[src/rtl/id_inst_buffer.sv]
// rtl/id_inst_buffer.sv - decode-side instruction capture (BIOS/IMEM select, stall hold, squash)
// Optional perf counters enabled by defining FETCH_PERF_EN.
module id_inst_buffer #(
    parameter logic [31:0] NOP_INST = 32'h0000_0013,
    parameter int          CNT_W    = 32
) (
    input  logic             clk,
    input  logic             rst,
    input  logic             id_stall,
    input  logic             ex_br_mispred,
    input  logic             if_bios_en,
    input  logic [31:0]      bios_dout,
    input  logic [31:0]      imem_dout,
    output logic [31:0]      id_inst,
    output logic             id_inst_valid,
    output logic [CNT_W-1:0] perf_stall_cycles,
    output logic [CNT_W-1:0] perf_squash_count
);

    localparam logic [1:0] ST_BOOT = 2'd0;
    localparam logic [1:0] ST_RUN  = 2'd1;
    localparam logic [1:0] ST_HOLD = 2'd2;

    logic [1:0]  state_q;
    logic [1:0]  state_d;
    logic        src_sel_q;
    logic [31:0] hold_q;
    logic [31:0] hold_d;
    logic        hold_v_q;
    logic        hold_v_d;
    logic [31:0] live_word;
    logic [31:0] pre_inst;
    logic        pre_valid;

    // Source select tracks the address cycle, so it must freeze with the fetch PC.
    assign live_word = src_sel_q ? bios_dout : imem_dout;

    always_comb begin
        pre_inst  = NOP_INST;
        pre_valid = 1'b0;
        case (state_q)
            ST_RUN: begin
                pre_inst  = live_word;
                pre_valid = 1'b1;
            end
            ST_HOLD: begin
                pre_inst  = hold_q;
                pre_valid = hold_v_q;
            end
            default: begin
                pre_inst  = NOP_INST;
                pre_valid = 1'b0;
            end
        endcase
    end

    assign id_inst       = ex_br_mispred ? NOP_INST : pre_inst;
    assign id_inst_valid = ex_br_mispred ? 1'b0 : pre_valid;

    always_comb begin
        state_d  = state_q;
        hold_d   = hold_q;
        hold_v_d = hold_v_q;
        case (state_q)
            ST_BOOT: begin
                if (id_stall) begin
                    state_d  = ST_HOLD;
                    hold_d   = NOP_INST;
                    hold_v_d = 1'b0;
                end else begin
                    state_d = ST_RUN;
                end
            end
            ST_RUN: begin
                if (id_stall) begin
                    state_d  = ST_HOLD;
                    hold_d   = live_word;
                    hold_v_d = 1'b1;
                end
            end
            ST_HOLD: begin
                if (!id_stall) begin
                    state_d = ST_RUN;
                end
            end
            default: begin
                state_d = ST_BOOT;
            end
        endcase
        // A squashed word caught by a stall must stay a bubble for the whole stall.
        if (ex_br_mispred && id_stall) begin
            state_d  = ST_HOLD;
            hold_d   = NOP_INST;
            hold_v_d = 1'b0;
        end
    end

    always_ff @(posedge clk or negedge rst) begin
        if (!rst) begin
            state_q   <= ST_BOOT;
            src_sel_q <= 1'b0;
            hold_q    <= NOP_INST;
            hold_v_q  <= 1'b0;
        end else begin
            state_q  <= state_d;
            hold_q   <= hold_d;
            hold_v_q <= hold_v_d;
            if (!id_stall) begin
                src_sel_q <= if_bios_en;
            end
        end
    end

`ifdef FETCH_PERF_EN
    logic [CNT_W-1:0] stall_cnt_q;
    logic [CNT_W-1:0] squash_cnt_q;

    always_ff @(posedge clk or negedge rst) begin
        if (!rst) begin
            stall_cnt_q  <= '0;
            squash_cnt_q <= '0;
        end else begin
            if (state_q == ST_HOLD) begin
                stall_cnt_q <= stall_cnt_q + CNT_W'(1);
            end
            if (ex_br_mispred && pre_valid) begin
                squash_cnt_q <= squash_cnt_q + CNT_W'(1);
            end
        end
    end

    assign perf_stall_cycles = stall_cnt_q;
    assign perf_squash_count = squash_cnt_q;
`else
    assign perf_stall_cycles = '0;
    assign perf_squash_count = '0;
`endif

endmodule

[config.mk]
export PLATFORM = sky130hd
export DESIGN_NAME = id_inst_buffer
export DESIGN_NICKNAME = d
export VERILOG_FILES = /design/src/rtl/id_inst_buffer.sv
export SDC_FILE = /design/constraint.sdc
export NUM_CORES = 1
export LEC_CHECK = 0
export ABC_AREA = 1
export CAP_MARGIN = 0
export CORE_AREA = 2 2 93 95
export DETAILED_ROUTE_END_ITERATION = 16
export DIE_AREA = 0 0 95 97
export HOLD_SLACK_MARGIN = 0.08
export PLACE_DENSITY = 0.81
export SKIP_CTS_REPAIR_TIMING = 1
export SYNTH_ARGS = -nofsm -noshare
export SYNTH_HDL_FRONTEND = slang
export SYNTH_SLANG_ARGS = --single-unit
[constraint.sdc]
create_clock -name clk -period 1.8 [get_ports clk]
set_clock_uncertainty 0.15 [all_clocks]
set_input_delay 0.36 -clock clk [delete_from_list [all_inputs] [get_ports clk]]
set_output_delay 0.36 -clock clk [all_outputs]
set_load 0.05 [all_outputs]
== After elaboration in Yosys (flattened, before gate mapping) ==
Index checks and enable logic that the tools add are counted.
Cells by class
  eq/ne operators: 5
  multiplexer cells: 18
  reduce and logical (&&, ||, !) cells: 5
Operator list (number)
  $mux W32: 5
  $pmux W32 S2: 2
  $ne A3 B3 Y1 const B: 3
  $mux W2: 4
  $pmux W2 S3: 1
  $mux W1: 4
  $pmux W1 S2: 2
  $reduce_and A3 Y1: 1
  $reduce_bool A3 Y1: 1
  $eq A2 B1 Y1 const B: 1
  $eq A2 B2 Y1 const B: 1
  $logic_not A2 Y1: 1
  $reduce_and A2 Y1: 1
  $logic_and A1 B1 Y1: 1
Word-level totals
  register bits after elaboration: 36
  bits of input ports: 69
  output and inout port bits: 97
  word-level logic and storage cells: 32

== Logic depth before layout (Yosys ltp) ==
  depth in word-level cells: 4
  mapped depth: 8
  gate-level depth less buffers: 8

== Worst setup path after synthesis ==
OpenSTA, ideal clock, no wires.
  kind: register to output
  from: register state_q[1]
  to: output port id_inst[10]
  arrival: 1.823 ns
  data required time: 1.290 ns
  path slack: -0.533 ns
  cell stages (with the launch flop): 7
  buffers on the path: 2
  path through: dfrtp_1 > inv_1 > ha_1 > buf_2 > buf_2 > nand3_1 > a21oi_1
On the way
  longest elaborated chain between the ends: 3
  elaborated cells between the ends (all ways): 4
  classes of those cells: eq/ne: 2; mux: 2
Ends and longest elaborated chain
  from (decl): line 24  | logic [1:0] state_q;
  from (signal assigned): line 105  | state_q <= state_d;
  $eq A2 B2 Y1 or $eq A2 B1 Y1 (tied branches): line 41  | case (state_q)
  $pmux W32 S2 *: line 41
  $mux W32 *: line 57  | assign id_inst = ex_br_mispred ? NOP_INST : pre_inst;
  to (decl): line 14  | output logic [31:0] id_inst,
Mark *: on every way between the ends. The rest lies on a longest branch, timed or not.

== Final worst setup path ==
  from: register state_q[1]
  to: output port id_inst[3]
The elaborated chain is that of the path after synthesis.

==> run_results.csv <==
group,metric,value,unit
outcome,status,"finished with violations",
outcome,violations,"negative setup slack",
layout,final_cell_mix,"212 x nand2_1, 67 x clkdlybuf4s50_1, 64 x conb_1",
setup_path,reg2reg_from,"state_q[1]$_DFFE_PN0P_",
layout,drive_gt1_share,22.3,%
sta,slew_viol_final,0,
placed_design,preCtsSetupSlack,-0.259,ns
global_route,overflow,0,
layout,finalNonFillerCells,761,
placed_design,routabilityCongestion,0.800,
synth,synth-edff-count,0,
routing,drt_iter0_drc,165,
synth,ys.flop_type,"dfrtp_1",
layout,final_common_cell,"nand2_1",
routing,drcViolationCount,0,
power,leakagePower,2.55,nW
placed_design,dpl.cell_count,750,
power,irDropWorstVdd,0.955,mV
clock_network,cts-htree-levels,2,
clock_network,clk_pin_slew,0.07,ns
global_route,grt_first_pass_wirelength,15.3,mm
floorplanning,initial_utilization,41.8,%
floorplanning,rows,33,
clock_network,insertion_delay,0.28,ns
setup_path,r2r-end,"hold_q[24]$_DFFE_PN0P_",
synth,ys_warn_count,0,
floorplanning,die_h,97,um
synth,synth_cell_types,19,
sta,layout_min_cycle_time,2.17,ns
sta,setup_violations,59,
layout,antenna_cells,0,
clock_network,cts_root_buf,"clkbuf_8",
floorplanning,die_area,9220,um2
clock_network,cts.sinks,36,
global_route,grt_use_total,20.2,%
global_route,first_global_vias,3477,
setup_path,reg2reg_slack,-0.04,ns
routing,routed_wl,9.47,mm
setup_path,crit_required,1.29,ns
floorplanning,ioPinCount,166,
synth,syn_area,3400,um2
clock_network,cts_buffer_depth,2,
layout,area.growth.synth_to_final,60.3,%
layout,num-nets-final,728,
global_route,antenna_found_initial,0,
sta,layout_setup_ws,-0.374,ns
clock_network,cts_inserted_buffers,5,
routing,ant_nets,0,
flow_run,maxCapViolCount,0,
placed_design,dp_hpwl,7.34,mm
power,p_per_area,1070,nW/um2
setup_path,critPathKind,"flop to output port",
sta,hold_viol_final,0,
synth,postSynth.asyncResetShare,100,%
min_path,holdCritStartpoint,"hold_q[0]$_DFFE_PN1P_",
synth,syn_inst,554,
placed_design,port_buffers,101,
min_path,hold_path_end,"hold_q[0]$_DFFE_PN1P_",
routing,vias_per_cell,4.66,
min_path,hold_depth,2,
min_path,hold_class,"flop to flop",
setup_path,startpoint_type,"flop",
routing,firstDrtPassIters,4,
sta,finalSetupTns,-11.81,ns
setup_path,end_kind,"output port",
routing,wl_per_cell,12.4,um
sta,fin_crit_sh,121,%
synth,syn_area_per_cell,6.14,um2
clock_network,cts_tree,"done",
synth,yosysSeqAreaShare,26.6,%
setup_path,arrival,1.66,ns
setup_path,path_max_fanout,8,
sta,rsz0062_at_grt,"true",
floorplanning,fp.coreArea,8130,um2
setup_path,r2r_cells,7,
floorplanning,die_width,95,um
synth,ys_ff_latch,36,
routing,vias,3545,
sta,max_freq,0.460,GHz
global_route,grt_max_degree,49,
## how the worst max path moves through the flow
stage,to,start,slack (ns),depth (start not counted)
floorplan,id_inst[10],state_q[1]$_DFFE_PN0P_,-0.06,6
global placement,id_inst[25],ex_br_mispred,-0.24,6
detailed placement,id_inst[2],ex_br_mispred,-0.26,6
CTS,id_inst[27],state_q[0]$_DFFE_PN0P_,-0.41,6
global route,id_inst[31],state_q[1]$_DFFE_PN0P_,-0.44,6
finish,id_inst[3],state_q[1]$_DFFE_PN0P_,-0.37,6
## routing by layer
| metal | vias to the layer above | global-route usage (%) | wire, um |
|---|---|---|---|
| li1 | 1777 | - | - |
| met1 | 1649 | 24.2 | 3710 |
| met2 | 113 | 37.0 | 5050 |
| met3 | 6 | 3.82 | 603 |
| met4 | 0 | 3.79 | 96 |
| met5 | - | 0 | 0 |
## cell families after synthesis
group	share of synthesized area [%]
buffers and inverters	28.1
and+or+nand+nor	34.3
AOI/OAI and AO/OA	9.42
other	0.110
adders and majority gates	1.47
DFF	26.6
## area by class of cell
| cell class | count | area [um2] |
|---|---|---|
| fill | 647 | 2690 |
| clock inverter | 2 | 10.0 |
| clock buffer | 6 | 82.6 |
| tap | 105 | 131 |
| timing repair buffer | 128 | 1730 |
| multi-input combinational | 418 | 2340 |
| sequential | 36 | 907 |
| inverter | 66 | 248 |
## through the flow
| stage | cell area [um2] | power (mW) | utilization (%) | hold slack, ns |
|---|---|---|---|---|
| floorplan | 4260 | 3.96 | - | -0.0856 |
| global placement | 5260 | 5.02 | 64.7 | 0.166 |
| detailed placement | 5260 | 5.10 | 64.7 | 0.175 |
| CTS | 5350 | 5.70 | 65.8 | -0.136 |
| global route | 5450 | 6.18 | 67.0 | 0.335 |
| finish | 5450 | 5.85 | 67.0 | 0.324 |
## state kept, by name, summed over array words and instances (netlist names)
signal,flops
src_sel_q,1
hold_v_q,1
hold_q,32
state_q,2
## report_power, final
part	switching [mW]	internal (mW)	leakage, nW
combinational	2.48	1.70	2.02
clock	0.274	0.305	0.0510
sequential	0.0971	0.989	0.480
## Yosys cell counts (2+ instances only)
cell | number | area [um2]
clkbuf_2 | 2 | 10.0
nand3_1 | 60 | 300
nand2_1 | 219 | 822
nand4_1 | 3 | 18.8
dfrtp_1 | 33 | 826
dfstp_2 | 3 | 78.8
ha_1 | 4 | 50.1
buf_6 | 9 | 101
o21ai_0 | 30 | 150
buf_2 | 20 | 100
nor2_1 | 2 | 7.51
buf_4 | 66 | 495
inv_1 | 65 | 244
a21oi_1 | 33 | 165
## critical path, cell delays in order (launching register included)
cell       delay, ns
dfrtp_1         0.39
inv_2           0.09
ha_4            0.30
nand2_8         0.09
clkbuf_16       0.21
a21oi_4         0.15
buf_12          0.15
(Power assumes the default switching activity.)
